<file path="config.mk">
export PLATFORM = sky130hd
export DESIGN_NAME = axis_byte_packer
export DESIGN_NICKNAME = d
export VERILOG_FILES = /design/src/rtl/e1000_axis_pkg.sv /design/src/rtl/byte_compact4.sv /design/src/rtl/axis_byte_packer.sv
export SDC_FILE = /design/constraint.sdc
export NUM_CORES = 1
export LEC_CHECK = 0
export ABC_AREA = 1
export ABC_CLOCK_PERIOD_IN_PS = 6200
export BUFFER_PORTS_ARGS = -buffer_cell sky130_fd_sc_hd__buf_2
export CAP_MARGIN = 15
export CORE_MARGIN = 2
export CORE_UTILIZATION = 43
export DETAILED_ROUTE_END_ITERATION = 6
export GPL_ROUTABILITY_DRIVEN = 0
export PLACE_DENSITY = 0.67
export SKIP_LAST_GASP = 1
export SLEW_MARGIN = 20
export SYNTH_ARGS = -nofsm -noshare
export SYNTH_HDL_FRONTEND = slang
export SYNTH_SLANG_ARGS = --single-unit
</file>
<file path="constraint.sdc">
create_clock -name aclk -period 6.2 [get_ports aclk]
set_input_delay 0 -clock aclk [delete_from_list [all_inputs] [get_ports aclk]]
set_output_delay 0 -clock aclk [all_outputs]
set_load 0.02 [all_outputs]
</file>
<file path="src/rtl/e1000_axis_pkg.sv">
// Shared AXI-Stream helpers for the e1000 DMA datapath: lane count, popcount
// and the low-aligned keep mask used on terminal beats.
package e1000_axis_pkg;

    localparam int AXIS_LANES = 4;

    function automatic logic [2:0] popcount4(input logic [3:0] keep);
        popcount4 = 3'(keep[0]) + 3'(keep[1]) + 3'(keep[2]) + 3'(keep[3]);
    endfunction

    function automatic logic [3:0] last_keep(input logic [2:0] cnt);
        case (cnt)
            3'd0:    last_keep = 4'b0000;
            3'd1:    last_keep = 4'b0001;
            3'd2:    last_keep = 4'b0011;
            3'd3:    last_keep = 4'b0111;
            default: last_keep = 4'b1111;
        endcase
    endfunction

endpackage

</file>
<file path="src/rtl/byte_compact4.sv">
// Moves the kept bytes of one 4-lane beat down to the low lanes in ascending
// lane order; unused upper lanes are driven to zero.
module byte_compact4
    import e1000_axis_pkg::*;
(
    input  logic [31:0] data,
    input  logic [3:0]  keep,
    output logic [31:0] pdata,
    output logic [2:0]  count
);

    logic [1:0] idx;

    always_comb begin
        pdata = '0;
        idx   = '0;
        for (int i = 0; i < AXIS_LANES; i++) begin
            if (keep[i]) begin
                pdata[{idx, 3'b000} +: 8] = data[i*8 +: 8];
                idx = idx + 2'd1;
            end
        end
        count = popcount4(keep);
    end

endmodule

</file>
<file path="src/rtl/axis_byte_packer.sv">
// Removes tkeep holes from the read-DMA stream so every beat but the last is
// full and the last is low-lane aligned. Define PACKER_STATS_EN for per-packet
// byte totals on stat_bytes/stat_valid.
module axis_byte_packer
    import e1000_axis_pkg::*;
#(
    parameter int COUNT_BITS = 16
)
(
    input  logic                  aclk,
    input  logic                  aresetn,
    input  logic [31:0]           din_tdata,
    input  logic [3:0]            din_tkeep,
    input  logic                  din_tlast,
    input  logic                  din_tvalid,
    output logic                  din_tready,
    output logic [31:0]           dout_tdata,
    output logic [3:0]            dout_tkeep,
    output logic                  dout_tlast,
    output logic                  dout_tvalid,
    input  logic                  dout_tready
`ifdef PACKER_STATS_EN
   ,output logic [COUNT_BITS-1:0] stat_bytes,
    output logic                  stat_valid
`endif
);

    logic [55:0] acc_data;
    logic [2:0]  acc_cnt;
    logic        flush;
    logic        rdy_en;

    logic [31:0] cmp_data;
    logic [2:0]  cmp_cnt;

    logic        in_fire, out_fire, last_fire;
    logic [2:0]  out_n, in_n, cnt_s;
    logic [55:0] shifted, appended;
    logic [55:0] acc_data_nx;
    logic [2:0]  acc_cnt_nx;

    byte_compact4 u_compact (
        .data  (din_tdata),
        .keep  (din_tkeep),
        .pdata (cmp_data),
        .count (cmp_cnt)
    );

    // Output view and handshake, all decoded from accumulator state
    always_comb begin
        dout_tvalid = (acc_cnt >= 3'd4) || flush;
        dout_tlast  = flush && (acc_cnt <= 3'd4);
        dout_tkeep  = dout_tlast ? last_keep(acc_cnt) : (dout_tvalid ? 4'b1111 : 4'b0000);
        dout_tdata  = acc_data[31:0];
        din_tready  = rdy_en && !flush && ((acc_cnt <= 3'd3) || dout_tready);

        out_fire  = dout_tvalid && dout_tready;
        in_fire   = din_tvalid && din_tready;
        last_fire = out_fire && dout_tlast;

        out_n = '0;
        if (out_fire)
            out_n = (acc_cnt >= 3'd4) ? 3'd4 : acc_cnt;
        in_n  = in_fire ? cmp_cnt : 3'd0;
        cnt_s = acc_cnt - out_n;

        // Bytes above acc_cnt are kept zero, so OR-ing in the new bytes is safe
        shifted     = acc_data >> {out_n, 3'b000};
        appended    = {24'b0, (in_fire ? cmp_data : 32'b0)} << {cnt_s, 3'b000};
        acc_data_nx = shifted | appended;
        acc_cnt_nx  = cnt_s + in_n;
    end

    always_ff @(posedge aclk or negedge aresetn) begin
        if (!aresetn) begin
            acc_data <= '0;
            acc_cnt  <= '0;
            flush    <= 1'b0;
            rdy_en   <= 1'b0;
        end else begin
            rdy_en <= 1'b1;
            if (last_fire) begin
                acc_data <= '0;
                acc_cnt  <= '0;
                flush    <= 1'b0;
            end else begin
                acc_data <= acc_data_nx;
                acc_cnt  <= acc_cnt_nx;
                if (in_fire && din_tlast)
                    flush <= 1'b1;
            end
        end
    end

`ifdef PACKER_STATS_EN
    logic [COUNT_BITS-1:0] byte_sum;

    function automatic logic [COUNT_BITS-1:0] sat_add(input logic [COUNT_BITS-1:0] a,
                                                      input logic [2:0] b);
        logic [COUNT_BITS:0] s;
        s = {1'b0, a} + (COUNT_BITS+1)'(b);
        sat_add = s[COUNT_BITS] ? {COUNT_BITS{1'b1}} : s[COUNT_BITS-1:0];
    endfunction

    // Input and terminal output never fire together, so clear and add cannot collide
    always_ff @(posedge aclk or negedge aresetn) begin
        if (!aresetn) begin
            byte_sum   <= '0;
            stat_bytes <= '0;
            stat_valid <= 1'b0;
        end else begin
            stat_valid <= last_fire;
            if (last_fire) begin
                stat_bytes <= byte_sum;
                byte_sum   <= '0;
            end else if (in_fire) begin
                byte_sum <= sat_add(byte_sum, cmp_cnt);
            end
        end
    end
`endif

endmodule
</file>
==> summary.md, run 1 <==
• Die Y-Extent: 126 um
• clock latency reported for the late side of the worst-skew pair: 0.33 ns
• Setup TNS Final: 0 ns
• layout cells sized above 1: 13.0%
• Max transition margin: 44.0%
• routed length per instance: 15.2 um
• die width: 126 um
• max capacitance violation total: 0
• area of all placed cells without fillers: 6870 um2
• wire length of the first global-routing pass: 31.4 mm
• Iter 0 DRT Violations: 737
• most used standard cells in the synthesized netlist: 297 x sky130_fd_sc_hd__nand2_1, 160 x sky130_fd_sc_hd__nand3_1, 90 x sky130_fd_sc_hd__nor2_1
• most frequent cell after synthesis: sky130_fd_sc_hd__nand2_1
• initial antenna violation count: 0
• least setup slack across all paths after layout: 2.75 ns
• Root Buffer Master: sky130_fd_sc_hd__clkbuf_16
• synthesized area divided by synthesized cell count: 6.07 um2
• Synth area leaders: sky130_fd_sc_hd__dfrtp_1 24%, sky130_fd_sc_hd__nand2_1 17%, sky130_fd_sc_hd__nand3_1 12%, sky130_fd_sc_hd__nor2_1 5.2%, sky130_fd_sc_hd__a21oi_1 5.2%
• R2R cell count: 12
• Seq. cell area: 1530 um2
• CP max stage delay: 0.53 ns
• WP data arrival: 3.71 ns
• detailed placer's ending HPWL: 13.6 mm
• clock tree from TritonCTS: yes
• maximum number of buffers from clock root to sink: 2
• cell count of the worst hold path: 5
• setup skew after layout: 0.00679 ns
• critical path capture point type: register
• Reg2Reg Launch Point: acc_cnt[1]
• RSZ-0062 raised after global routing: no
• Filler cells: 1569
• part of the total power dissipated in combinational logic: 61.5%
• Crit path buffers/inverters: 5
• count of yosys warnings during synthesis: 0
• GR Overflow Total: 0
• ordered list of cells on the worst path: nand2_1, inv_1, nand2_2, buf_4, fa_1, buf_4, inv_1, buf_4, nand4_1, nor2_1, nor2_1, nor2_1
• number of global-route vias before repair: 5959
• dominant cell type by area after synthesis: sky130_fd_sc_hd__dfrtp_1
• shortest clock period the worst path allows after layout: 3.45 ns
• final setup vio count: 0
• total routed wire length on the met1 layer: 9.57 mm
• portion of the clock cycle consumed by the worst path in the final layout: 55.7%
• Top FF cell, synth: sky130_fd_sc_hd__dfrtp_1
• All-Layer GR Usage: 23.7%
• launch point of the worst hold path: din_tvalid
• number of detailed-route iterations in the first pass: 5
• met3 layer wire length in the routed design: 1.38 mm
• Clock Power Share: 16.9%
• total met2 wirelength after detailed routing: 7.67 mm
• # port buffers: 79
• CP required: 6.46 ns
• Unique masters post-synth: 41
• Final Routed Wirelength: 19.0 mm
• count of boundary I/O pins: 80
• leakage power summed over all cells: 3.50 nW
• vias post-DR: 6910
• standard cell with the maximum stage delay on the critical path: sky130_fd_sc_hd__inv_1
• maximum number of pins on one net before global-route repair: 74
• area of combinational cells with multiple inputs: 3990 um2
• startpoint class of the critical path: register
• share of synthesized flip-flops with an asynchronous set or reset: 100%
• Yosys top cell area share: 23.7%
• Reg2Reg Capture Point: acc_data[4]
• status: finished, final reports clean
• area grow syn2layout: 6.64%
• internal power of the cells: 1.53 mW
• placeable core region: 14600 um2
• DRC violation count after routing: 0
• ratio of total power to cell area: 455 nW/um2
• die area: 16000 um2
• net switching power figure: 1.60 mW
• worst supply voltage drop on vdd: 0.203 mV
• share of synthesized area occupied by flip-flops and latches: 23.7%
• # clock sinks: 61
• worst reg-to-reg setup slack: 2.75 ns
• Worst Hold Endpoint: flush
• pre-CTS WS: 2.67 ns
• slew at the pin closest to its max-slew limit: 0.839 ns
• fraction of power consumed by sequential logic: 21.5%
• Top Family by Delay on Critical Path: buffers and inverters
• instance count of the mapped netlist: 1062
• final hold violation count: 0
• number of register bits inferred by synthesis: 61
• Pins Over Slew Limit: 0
• post-placement cell area: 6540 um2
• number of placement rows: 44
• highest clock frequency the design can meet: 290 MHz
• Max Used Layer: met4
• Critical Setup Path Class: reg2reg
• remaining number of nets flagged by the antenna check after routing: 0
• highest net fanout along the worst path: 61
• number of synthesized flops with an enable pin: 0
• ant diodes: 0
• class of the tightest hold or removal check: in2reg
• Post-layout nets: 1110
• Post-Syn Nets: 1115
• Sw Ratio: 51.1%
• total clock buffers created by CTS: 9
• clock slew at reported path FFs: 0.05 ns
• H-tree depth: 3
• vias per std cell: 5.55
• area of the mapped netlist: 6440 um2
• effective utilization at floorplan: 44.2%
per-layer routing:
layer / vias to the layer above / global-route usage, %
met3: 21 / 4.72
met2: 292 / 32.3
met5: - / 0
li1: 3489 / -
met1: 3108 / 37.6
met4: 0 / 6.01
cells in the final DEF (no fill, tap or decap), types with 2 or more instances in the layout:
master,instances
sky130_fd_sc_hd__a21oi_1,67
sky130_fd_sc_hd__a22oi_1,5
sky130_fd_sc_hd__buf_2,79
sky130_fd_sc_hd__buf_4,11
sky130_fd_sc_hd__bufinv_16,2
sky130_fd_sc_hd__clkbuf_1,2
sky130_fd_sc_hd__clkbuf_16,9
sky130_fd_sc_hd__clkinv_2,3
sky130_fd_sc_hd__dfrtp_1,61
sky130_fd_sc_hd__dlygate4sd3_1,2
sky130_fd_sc_hd__fa_1,3
sky130_fd_sc_hd__ha_1,9
sky130_fd_sc_hd__inv_1,74
sky130_fd_sc_hd__inv_2,5
sky130_fd_sc_hd__inv_4,2
sky130_fd_sc_hd__nand2_1,297
sky130_fd_sc_hd__nand2_2,6
sky130_fd_sc_hd__nand3_1,160
sky130_fd_sc_hd__nand3b_1,5
sky130_fd_sc_hd__nand4_1,41
sky130_fd_sc_hd__nand4_2,5
sky130_fd_sc_hd__nor2_1,88
sky130_fd_sc_hd__nor2_4,5
sky130_fd_sc_hd__nor3_1,3
sky130_fd_sc_hd__o211ai_1,21
sky130_fd_sc_hd__o21ai_0,59
sky130_fd_sc_hd__o21ai_1,7
sky130_fd_sc_hd__o21bai_1,2
sky130_fd_sc_hd__o22ai_1,10
sky130_fd_sc_hd__or2_1,2
sky130_fd_sc_hd__or2_2,5
sky130_fd_sc_hd__xor2_1,2
power groups by stage:
stage          Combinational (mW)  Clock [mW]  Sequential, mW
2_1_floorplan                1.61           0           0.648
5_1_grt                      2.15       0.553           0.693
3_3_place_gp                 1.88           0           0.676
6_report                     1.92       0.529           0.672
4_1_cts                      1.90       0.535           0.671
3_5_place_dp                 1.89           0           0.677
worst max path at each step:
stage / from / end / cells past startpoint
final: acc_cnt[1] / acc_data[4] / 12
after global routing: acc_cnt[1] / acc_data[33] / 12
after CTS: acc_cnt[1] / acc_data[4] / 12
after detailed placement: din_tkeep[0] / acc_data[50] / 17
after global placement: din_tkeep[0] / acc_data[21] / 17
after floorplan: acc_cnt[2] / acc_data[16] / 15
flip-flops by register name, indices dropped and copies added (netlist names):
name and flops:
acc_data 56, rdy_en 1, flush 1, acc_cnt 3
cell families (layout without fill, tap and decap cells):
family                     Yosys count  count (layout)  share of synthesized area, %
xor gates and xnor gates             3               3                         0.699
AOI/OAI and AO/OA                  174             174                          14.9
other                                1               1                        0.0582
buffers and inverters              190             190                          14.5
adders and majority gates           12              12                          2.68
DFF                                 61              61                          23.7
and+or+nand+nor                    621             621                          43.4
cell type report:
cell class	instances	area share, %
Sequential cell	61	22.2
Tap cell	184	3.35
Clock buffer	11	3.39
Timing Repair Buffer	92	7.25
Multi-Input combinational cell	811	58.1
Clock inverter	5	1.09
Inverter	82	4.55
metrics by stage:
step / std cells / util (%) / hold slack (ns) / total power [mW]
floorplan: 1062 / - / -0.296 / 2.26
global placement: 1228 / 44.8 / 0.223 / 2.56
detailed placement: 1228 / 44.8 / 0.222 / 2.57
CTS: 1246 / 47.1 / 0.0152 / 3.11
global route: 1246 / 47.1 / 0.0300 / 3.39
finish: 1246 / 47.1 / 0.0168 / 3.12
worst min-delay path, cell delays in order:
cell	delay, ns
sky130_fd_sc_hd__buf_2	0.09
sky130_fd_sc_hd__inv_1	0.08
sky130_fd_sc_hd__nor2_4	0.04
sky130_fd_sc_hd__nand2_1	0.05
sky130_fd_sc_hd__a21oi_1	0.05
what timing repair did:
item | CTS | global route
buffers inserted | 0 | 0
hold buffers | 2 | 0
endpoints found under the hold margin | 62 | 0
gates resized for setup | 0 | 0
(Power assumes the default switching activity.)
==> inputs of run 2 (changes only) <==
--- a/config.mk
+++ b/config.mk
@@ -6,7 +6,7 @@
 export NUM_CORES = 1
 export LEC_CHECK = 0
 export ABC_AREA = 1
-export ABC_CLOCK_PERIOD_IN_PS = 6200
+export ABC_CLOCK_PERIOD_IN_PS = 3500
 export BUFFER_PORTS_ARGS = -buffer_cell sky130_fd_sc_hd__buf_2
 export CAP_MARGIN = 15
 export CORE_MARGIN = 2
==> constraint.sdc (replaced) <==
create_clock -name aclk -period 3.5 [get_ports aclk]
set_input_delay 0 -clock aclk [delete_from_list [all_inputs] [get_ports aclk]]
set_output_delay 0 -clock aclk [all_outputs]
set_load 0.02 [all_outputs]
==> run 2 against run 1 <==
- sequential power is 80% higher
- via count is 0.96% higher
- utilization is 0.34 points higher
- power is 79% higher
- worst setup slack worse by 2.0 ns
- first-iteration DRC count is 19% higher
- register-to-register slack worse by 2.0 ns
- critical path depth stayed put
- clock skew is 0.00064 ns lower
- hold slack better by 0.17 ns
- final cell count is 0.48% higher
- combinational power is 79% higher
- largest power group unchanged
==> summary.md, run 2 (synthesized netlist as in run 1, its figures left out) <==
• fraction of power consumed by sequential logic: 21.7%
• RSZ-0062 raised after global routing: no
• ant diodes: 0
• WP data arrival: 3.05 ns
• number of gates given a new drive strength after cts: 0
• setup skew after layout: 0.00615 ns
• net switching power figure: 2.86 mW
• shortest clock period the worst path allows after layout: 2.80 ns
• highest clock frequency the design can meet: 357 MHz
• area grow syn2layout: 7.42%
• status: finished, final reports clean
• final hold violation count: 0
• most common library cell in the layout ignoring fill and taps: sky130_fd_sc_hd__nand2_1
• count of boundary I/O pins: 80
• total clock buffers created by CTS: 9
• Pins Over Slew Limit: 0
• max capacitance violation total: 0
• class of the tightest hold or removal check: in2reg
• total chip power: 5.58 mW
• Sw Ratio: 51.1%
• portion of the clock cycle consumed by the worst path in the final layout: 80.0%
• Critical Setup Path Class: reg2reg
• number of setup buffers added after CTS: 0
• All-Layer GR Usage: 24.6%
• part of the total power dissipated in combinational logic: 61.6%
• most flop-heavy register: acc_data
• maximum number of buffers from clock root to sink: 2
• effective utilization at floorplan: 44.2%
• Regs by FF count: acc_data x56, acc_cnt x3
• Post-layout nets: 1116
• pre-CTS WS: 0.444 ns
• vias per std cell: 5.57
• placeable core region: 14600 um2
• Die Y-Extent: 126 um
• number of placement rows: 44
• flip-flop count of the largest register after layout: 56
• slew at the pin closest to its max-slew limit: 0.922 ns
• number of detailed-route iterations in the first pass: 6
• Root Buffer Master: sky130_fd_sc_hd__clkbuf_16
• CP required: 3.75 ns
• commonest cells after routing, fill and taps aside: 297 x sky130_fd_sc_hd__nand2_1, 160 x sky130_fd_sc_hd__nand3_1, 88 x sky130_fd_sc_hd__nor2_1
• H-tree depth: 3
• DRC violation count after routing: 0
• clock tree from TritonCTS: yes
• routed length per instance: 15.6 um
• initial antenna violation count: 0
• maximum number of pins on one net before global-route repair: 74
• detailed placer's ending HPWL: 14.1 mm
• die width: 126 um
• vias post-DR: 6976
• startpoint class of the critical path: register
• worst supply voltage drop on vdd: 0.415 mV
• internal power of the cells: 2.73 mW
• critical path capture point type: register
• Max transition margin: 38.5%
• final setup vio count: 0
• remaining number of nets flagged by the antenna check after routing: 0
• layout cells sized above 1: 13.6%
• hold_buf cts: 2
• die area: 16000 um2
• Iter 0 DRT Violations: 875
• Filler cells: 1521
• # clock sinks: 61
• Clock Power Share: 16.6%
• clock slew at reported path FFs: 0.05 ns
• clock latency reported for the late side of the worst-skew pair: 0.33 ns
• # port buffers: 79
• highest net fanout along the worst path: 23
• number of global-route vias before repair: 6136
• Final Routed Wirelength: 19.5 mm
• Setup TNS Final: 0 ns
• leakage power summed over all cells: 3.53 nW
• ratio of total power to cell area: 807 nW/um2
• GR Overflow Total: 0
• wire length of the first global-routing pass: 32.4 mm
• least setup slack across all paths after layout: 0.701 ns
[run 2: cell count changes in the layout (fill, tap and decap cells not counted)]
cell | before | now
sky130_fd_sc_hd__buf_4 | 11 | 17
sky130_fd_sc_hd__bufinv_16 | 2 | 1
sky130_fd_sc_hd__clkbuf_1 | 2 | 1
sky130_fd_sc_hd__clkbuf_8 | 0 | 3
sky130_fd_sc_hd__clkinv_2 | 3 | 1
sky130_fd_sc_hd__clkinvlp_4 | 0 | 1
[run 2: power by group through the flow]
stage	clock (mW)	sequential, mW	combinational (mW)
2_1_floorplan	0	1.15	2.85
3_3_place_gp	0	1.21	3.39
3_5_place_dp	0	1.22	3.40
4_1_cts	0.940	1.21	3.42
5_1_grt	0.968	1.25	3.87
6_report	0.929	1.21	3.44
[run 2: final cells by class]
cell class	count	area, um2	share of cell area [%]
Clock inverter	3	42.5	0.615
Sequential cell	61	1530	22.1
Tap cell	184	230	3.33
Timing Repair Buffer	98	543	7.85
Inverter	82	313	4.52
Multi-Input combinational cell	811	3990	57.7
Clock buffer	13	270	3.91
[run 2: critical path: stages, from the launching register on]
cell and delay [ns]:
sky130_fd_sc_hd__dfrtp_1 0.48, sky130_fd_sc_hd__nor2_4 0.16, sky130_fd_sc_hd__nand2_2 0.06, sky130_fd_sc_hd__inv_2 0.06, sky130_fd_sc_hd__ha_1 0.14, sky130_fd_sc_hd__inv_1 0.05
sky130_fd_sc_hd__fa_1 0.46, sky130_fd_sc_hd__inv_1 0.42, sky130_fd_sc_hd__buf_4 0.37, sky130_fd_sc_hd__nand4_1 0.19, sky130_fd_sc_hd__nor2_1 0.13, sky130_fd_sc_hd__nor2_1 0.07
sky130_fd_sc_hd__a21oi_1 0.12
[run 2: path summary, 6_finish.rpt]
check                             start            to  slack (ns)  cells after the start
hold reg to reg            acc_data[48]  acc_data[16]        0.57                      2
setup / recovery             acc_cnt[2]  acc_data[33]        0.70                     12
hold / removal               din_tvalid    acc_cnt[2]        0.19                      6
setup reg to reg             acc_cnt[2]  acc_data[33]        0.70                     12
max in group asynchronous       aresetn  acc_data[16]        2.29                      3
min in group asynchronous       aresetn   acc_data[5]        0.35                      2
[run 2: stage by stage]
| stage | instances | cell area [um2] | util (%) | hold slack [ns] |
|---|---|---|---|---|
| 2_1_floorplan | 1062 | 6440 | - | -0.296 |
| 3_3_place_gp | 1234 | 6590 | 45.1 | 0.185 |
| 3_5_place_dp | 1234 | 6590 | 45.1 | 0.190 |
| 4_1_cts | 1252 | 6920 | 47.4 | 0.190 |
| 5_1_grt | 1252 | 6920 | 47.4 | 0.242 |
| 6_report | 1252 | 6920 | 47.4 | 0.191 |
[run 2: per-layer routing]
layer	routed length, um	up-vias	part of all wire (%)	global-route usage, %
li1	-	3503	-	-
met1	9540	3144	49	38.5
met2	8100	303	42	34.6
met3	1520	26	7.8	3.88
met4	345	0	1.8	6.85
met5	0	-	0	0
